### src/rtl/multicycle_controller.sv
// Multi-cycle control FSM for the 16-bit RISC core: sequences fetch/decode/execute/memory/writeback
// and decodes the datapath strobes from the state register, latched opcode and memory handshake.
module multicycle_controller #(
  parameter int unsigned EXT_LAT = 1
) (
  input  logic        clk,
  input  logic        rst,
  input  logic [15:0] instr,
  input  logic        alu_zero,
  input  logic        mem_ready,
  output logic        mem_req,
  output logic        mem_we,
  output logic        mem_addr_sel,
  output logic        ir_write,
  output logic        pc_write,
  output logic        pc_src,
  output logic        reg_write,
  output logic        wb_sel,
  output logic        alu_src_imm,
  output logic [1:0]  alu_op,
  output logic        illegal,
  output logic        halted,
  output logic [2:0]  state
);

  typedef enum logic [2:0] {
    StFetch  = 3'd0,
    StDecode = 3'd1,
    StExtw   = 3'd2,
    StExec   = 3'd3,
    StMem    = 3'd4,
    StWb     = 3'd5,
    StHalt   = 3'd6
  } state_e;

  localparam logic [3:0] OpAdd  = 4'h0;
  localparam logic [3:0] OpSub  = 4'h1;
  localparam logic [3:0] OpAnd  = 4'h2;
  localparam logic [3:0] OpOr   = 4'h3;
  localparam logic [3:0] OpAddi = 4'h4;
  localparam logic [3:0] OpLw   = 4'h5;
  localparam logic [3:0] OpSw   = 4'h6;
  localparam logic [3:0] OpBeq  = 4'h7;
  localparam logic [3:0] OpHalt = 4'hF;

  localparam int unsigned CntInitInt = (EXT_LAT > 1) ? EXT_LAT - 2 : 0;
  localparam logic [1:0]  CntInit    = CntInitInt[1:0];
  localparam logic        UseExtw    = (EXT_LAT > 1);

  state_e     state_q, state_d;
  logic [3:0] op_q, op_d;
  logic [1:0] cnt_q, cnt_d;
  logic [3:0] dec_op;
  logic       dec_illegal;

  // Only the opcode field is decoded here; the operand fields go straight to the datapath.
  logic unused_instr;
  assign unused_instr = ^instr[11:0];

  assign dec_op      = instr[15:12];
  assign dec_illegal = dec_op[3] && (dec_op != OpHalt);

  always_ff @(posedge clk) begin
    if (rst) begin
      state_q <= StFetch;
      op_q    <= 4'h0;
      cnt_q   <= 2'd0;
    end else begin
      state_q <= state_d;
      op_q    <= op_d;
      cnt_q   <= cnt_d;
    end
  end

  always_comb begin
    state_d      = state_q;
    op_d         = op_q;
    cnt_d        = cnt_q;
    mem_req      = 1'b0;
    mem_we       = 1'b0;
    mem_addr_sel = 1'b0;
    ir_write     = 1'b0;
    pc_write     = 1'b0;
    pc_src       = 1'b0;
    reg_write    = 1'b0;
    wb_sel       = 1'b0;
    alu_src_imm  = 1'b0;
    alu_op       = 2'b00;
    illegal      = 1'b0;
    halted       = 1'b0;

    case (state_q)
      StFetch: begin
        mem_req = 1'b1;
        if (mem_ready) begin
          ir_write = 1'b1;
          pc_write = 1'b1;
          state_d  = StDecode;
        end
      end
      StDecode: begin
        op_d = dec_op;
        if (dec_illegal) begin
          illegal = 1'b1;
          state_d = StFetch;
        end else if (dec_op == OpHalt) begin
          state_d = StHalt;
        end else if (UseExtw) begin
          cnt_d   = CntInit;
          state_d = StExtw;
        end else begin
          state_d = StExec;
        end
      end
      StExtw: begin
        if (cnt_q == 2'd0) begin
          state_d = StExec;
        end else begin
          cnt_d = cnt_q - 2'd1;
        end
      end
      StExec: begin
        case (op_q)
          OpAdd, OpSub, OpAnd, OpOr: begin
            alu_op  = op_q[1:0];
            state_d = StWb;
          end
          OpAddi: begin
            alu_src_imm = 1'b1;
            state_d     = StWb;
          end
          OpLw, OpSw: begin
            alu_src_imm = 1'b1;
            state_d     = StMem;
          end
          OpBeq: begin
            alu_op = 2'b01;
            if (alu_zero) begin
              pc_write = 1'b1;
              pc_src   = 1'b1;
            end
            state_d = StFetch;
          end
          default: state_d = StFetch;
        endcase
      end
      StMem: begin
        mem_req      = 1'b1;
        mem_addr_sel = 1'b1;
        mem_we       = (op_q == OpSw);
        if (mem_ready) begin
          state_d = (op_q == OpLw) ? StWb : StFetch;
        end
      end
      StWb: begin
        reg_write = 1'b1;
        wb_sel    = (op_q == OpLw);
        state_d   = StFetch;
      end
      StHalt: begin
        halted = 1'b1;
      end
      default: state_d = StFetch;
    endcase
  end

  assign state = state_q;

endmodule
### config.mk
export PLATFORM = sky130hd
export DESIGN_NAME = multicycle_controller
export DESIGN_NICKNAME = d
export VERILOG_FILES = /design/src/rtl/multicycle_controller.sv
export SDC_FILE = /design/constraint.sdc
export NUM_CORES = 1
export LEC_CHECK = 0
export ABC_AREA = 0
export CORE_UTILIZATION = 40
export CTS_CLUSTER_DIAMETER = 150
export DETAILED_ROUTE_END_ITERATION = 7
export DONT_BUFFER_PORTS = 1
export PLACE_DENSITY_LB_ADDON = 0.05
export SYNTH_ARGS = -nofsm -noshare
export SYNTH_HDL_FRONTEND = slang
export SYNTH_SLANG_ARGS = --single-unit
export TNS_END_PERCENT = 30
### constraint.sdc
create_clock -name clk -period 1.5 [get_ports clk]
set_input_delay 0.075 -clock clk [delete_from_list [all_inputs] [get_ports clk]]
set_output_delay 0.075 -clock clk [all_outputs]
set_load 0.01 [all_outputs]
After elaboration in Yosys (flattened, before gate mapping). Index checks and enable logic that the tools add are counted. Widths: inputs -> output; s select.

Shift operators: 0. Bitwise operators: 2. Equal/unequal tests: 18. Multiply operators: 0. Mux-type cells: 26. Reduce and logical (&&, ||, !) cells: 11. Magnitude comparators: 0. Divide/modulo/power cells: 0. $add $sub $neg: 1.

Operator list (count): $mux 3 (6); $pmux 3 s6 (1); $eq 4x3->1 const B (4); $mux 1 (15); $eq 3x3->1 const B (3); $eq 4x2->1 const B (2); $eq 3x2->1 const B (2); $ne 2x2->1 const B (3); $pmux 3 s2 (1); $reduce_or 5->1 (1); $eq 4x1->1 const B (1); $eq 4x4->1 const B (1); $logic_not 4->1 (1); $ne 4x4->1 const B (1); $pmux 2 s2 (1); $reduce_and 4->1 (1); $reduce_or 2->1 (2); $reduce_or 4->1 (1); $eq 3x1->1 const B (1); $logic_not 3->1 (1); $reduce_or 3->1 (1); $logic_not 2->1 (1); $mux 2 (1); $not 1->1 (2); 4 further kinds (4).

Memories: 0. Bits in latches: 0. Bits in read-only memories: 0. RAM bits: 0. Flip-flop bits (word level): 9. Word-level logic and storage cells: 61.

Depth between registers and ports, before layout.
Word-level depth: 4. Gate-level depth with buffers: 5. Gate-level depth less buffers: 5.

Worst setup path before layout. Ideal clock, no wire load.

Kind: register -> output. From: register state_q[1], in the netlist state[1]. To: output alu_src_imm. Path slack: 0.119 ns. Data required time: 1.425 ns. Cell stages (with the launch flop): 4. Data arrival time: 1.306 ns. Buffers on the path: 1. Cell sequence: dfxtp_1 -> buf_6 -> nand3b_1 -> a2111oi_0.

Longest elaborated chain between the ends: 2.

RTL lines: from (decl) (line 50) `state_e state_q, state_d;`; from (signal assigned) (line 65) `state_q <= StFetch;`; from (signal assigned) (line 69) `state_q <= state_d;`; $eq 3x2->1 (line 92) `case (state_q)`; $mux 1 (line 92); to (decl) (line 19) `output logic alu_src_imm,`.

Every way passes these cells.

Worst setup path after layout.
From: register state_q[2], in the netlist state[2]. To: output alu_src_imm.

Same word-level chain as after synthesis.

==> run metrics <==
outcome finished, final reports clean; R2R setup slack 230 ps; hold depth 3; period utilization a little over nine tenths; CTS tree yes; Gate Count Post-Synth 73; DR vias a little over 600; Max Fclk 693.5 MHz; Final Hold Vio Count 0; register area 186.4 sq um; GPL Wtd Cong 0.7947; commonest non-fill, non-tap cells in the layout 12 x buf_4, 9 x nor2_1, 6 x dfxtp_1, 5 x inv_1, 5 x dlygate4sd3_1; WL met2 670 um; # clock sinks 9; antenna-violating nets left 0; global-route wire length before repair 2463 um; slack of the critical path 58.04 ps; peak supply drop slightly below 0.0006 V; mapped cell area 633.1 sq um; largest net degree at the start of global routing 12; multi-input logic area 407.9 sq um; TritonRoute pass-1 iters 4; post-place setup slack 153.3 ps; worst slew pin tran 349.5 ps; DRT met1 WL 717 um; Total Wirelength 1513 um; Rel. slew slack 76.52%; share of the synthesized area in the top cell type roughly 28%; FF-to-FF path depth 3; Post-Syn Nets 94; GRT overflow 0; Synth area leader dfxtp_1; Slowest-stage cell, CP dfxtp_2; Startpoint Class register; most common cell after layout, fill and taps aside buf_4; Max Cap Viol 0; wire length on met3 110 um; IO buf count 0; placed cell count 95; CP Data Arrival Time 1370 ps; Die ar. 1746 sq um; vias in the first global route 542; pwr/cell area 889.0 nW/um^2; RSZ-0062 raised after global routing yes; gr usage total 18.49%; post-synth cell types 38; fraction of layout cells with a size suffix above 1 30.00%; Worst path max stage delay between 300 and 400 ps; Finished Layout Cells ~110; core area 1383 sq um; top cells by area, synth dfxtp_1 28%, nor2_1 5.3%, buf_6 5.3%, mux2i_1 4.7%, nor4b_4 3.8%; Worst R2R End state[0]$_SDFFE_PP0P_; post-synthesis async set-or-reset flop share 0%; die height 41.79 um; Post-synth EDFFs 0; Ys Warns 0; num rows 13; Crit Reg-Reg Startpoint op_q[3]$_SDFFE_PP0N_; Crit. Startpoint state[2]$_SDFFE_PP0P_; register area share after synthesis 28.46%; worst-path fanout max 7; Critical Path RT 1420 ps; Synth Register Bits 9; Buf+Inv Stages, Crit Path 1; crit-path cells nand3b_1 -> a2111oi_1 -> buf_4; Clock Skew roughly 1.7 ps; Syn Area/Cell 8.673 sq um; average via count per standard cell a little under 6; initial antenna violation count 0; I/O pin cnt 36; area delta synth->final 26.88%; Hold Path Sink state[1]$_SDFFE_PP0P_; Starting Density 45.79%; DRC viols 0; Leak 0.3076 nW; Slew Limit Fails 0; root buf cell clkbuf_4; clk slew on worst S/H paths about 60 ps; Worst Hold Launch instr[15]; Final Setup Violations 0; DR top layer met4; average wire per standard cell roughly 14 um; H-tree depth 1; Nets 112; CTS buffer count 3; Synth Flop Type dfxtp_1; clock tree buffer depth 2; CP Capture Type output port; Worst path top cell family by delay flip-flops; DP Wirelength 1054 um; diode count 0; Hold Path Class in -> reg; Clock Latency Late Sink 260 ps; Die X 41.79 um; Tmin final 1442 ps; fill count 125; kind of critical path reg -> out; 1st-iter DRT viols 7
==> cell usage after synthesis (2+ instances only) <==
master and n:
o21ai_0 4, nor2_1 9, dfxtp_1 9, buf_6 3, a21oi_1 3, inv_1 5
nand2_1 3, nor3_1 2, mux2i_1 3, and3_1 3, nand2b_1 2
==> cell type report <==
type | instances | share of cell area, %
repair buffers | 17 | 17.45
inverters | 6 | 2.804
multi-input cells | 54 | 50.78
well taps | 15 | 2.336
flip-flops and latches | 9 | 23.21
clock buffers | 3 | 2.804
clock inverters | 1 | 0.6231
==> what timing repair did <==
item	4_1_cts	5_1_grt
gates resized for setup	4	3
endpoints found under the hold margin	8	0
buffers inserted	0	1
pin swaps	0	0
hold buffers	5	0
setup endpoints to repair	5	5
cloned	0	0
==> routing by layer <==
layer / vias up / GRT usage, %
li1: 292 / -
met4: 0 / 10.97
met3: 4 / 6.522
met2: 20 / 25.62
met5: - / 0
met1: 289 / 24.27
==> cells by family (layout without fill, tap and decap cells) <==
| group | count (synthesis) | in the layout | share of synthesized area [%] |
|---|---|---|---|
| AO/OA/AOI/OAI | 17 | 17 | 18.18 |
| AND/OR/NAND/NOR | 32 | 32 | 35.77 |
| buffers and inverters | 10 | 27 | 9.485 |
| flip-flops | 9 | 9 | 28.46 |
| XOR/XNOR | 1 | 1 | 1.384 |
| multiplexers | 3 | 3 | 4.743 |
| adder cells (fa/ha/maj) | 1 | 1 | 1.976 |
==> registers in the layout (all words and copies together) (netlist names) <==
name,count
state,3
op_q,4
cnt_q,2
==> report_power, final <==
part | switching, mW | internal, mW
Combinational | 0.104 | 0.113
Clock | 0.0906 | 0.0986
Sequential | 0.0455 | 0.262
==> worst max-delay path by stage <==
stage | to | slack, ps | cells after the start
2_1_floorplan | alu_src_imm | 120 | 3
3_3_place_gp | mem_we | 180 | 3
3_5_place_dp | alu_src_imm | 150 | 3
4_1_cts | mem_we | 20 | 3
5_1_grt | pc_write | -80 | 3
6_report | alu_src_imm | 60 | 3
==> worst register-to-register path, cell delays in order, from the launching register on <==
cell and delay, ps:
dfxtp_1 530, and4bb_1 300, a22oi_1 230, a211oi_2 100
==> per-stage QoR <==
stage	TNS (ps)	power (mW)	hold slack, ps	instance area (sq um)	util, %
finish	0	0.7141	47.54	803.3	58.10
global placement	0	0.4943	146.3	696.9	50.41
detailed placement	0	0.4976	148.9	696.9	50.41
global route	-156.6	0.7707	48.53	803.3	58.10
floorplan	0	0.4548	222.2	633.1	-
CTS	0	0.7105	35.10	779.5	56.38
No activity file was read; power rests on OpenSTA's default activity.
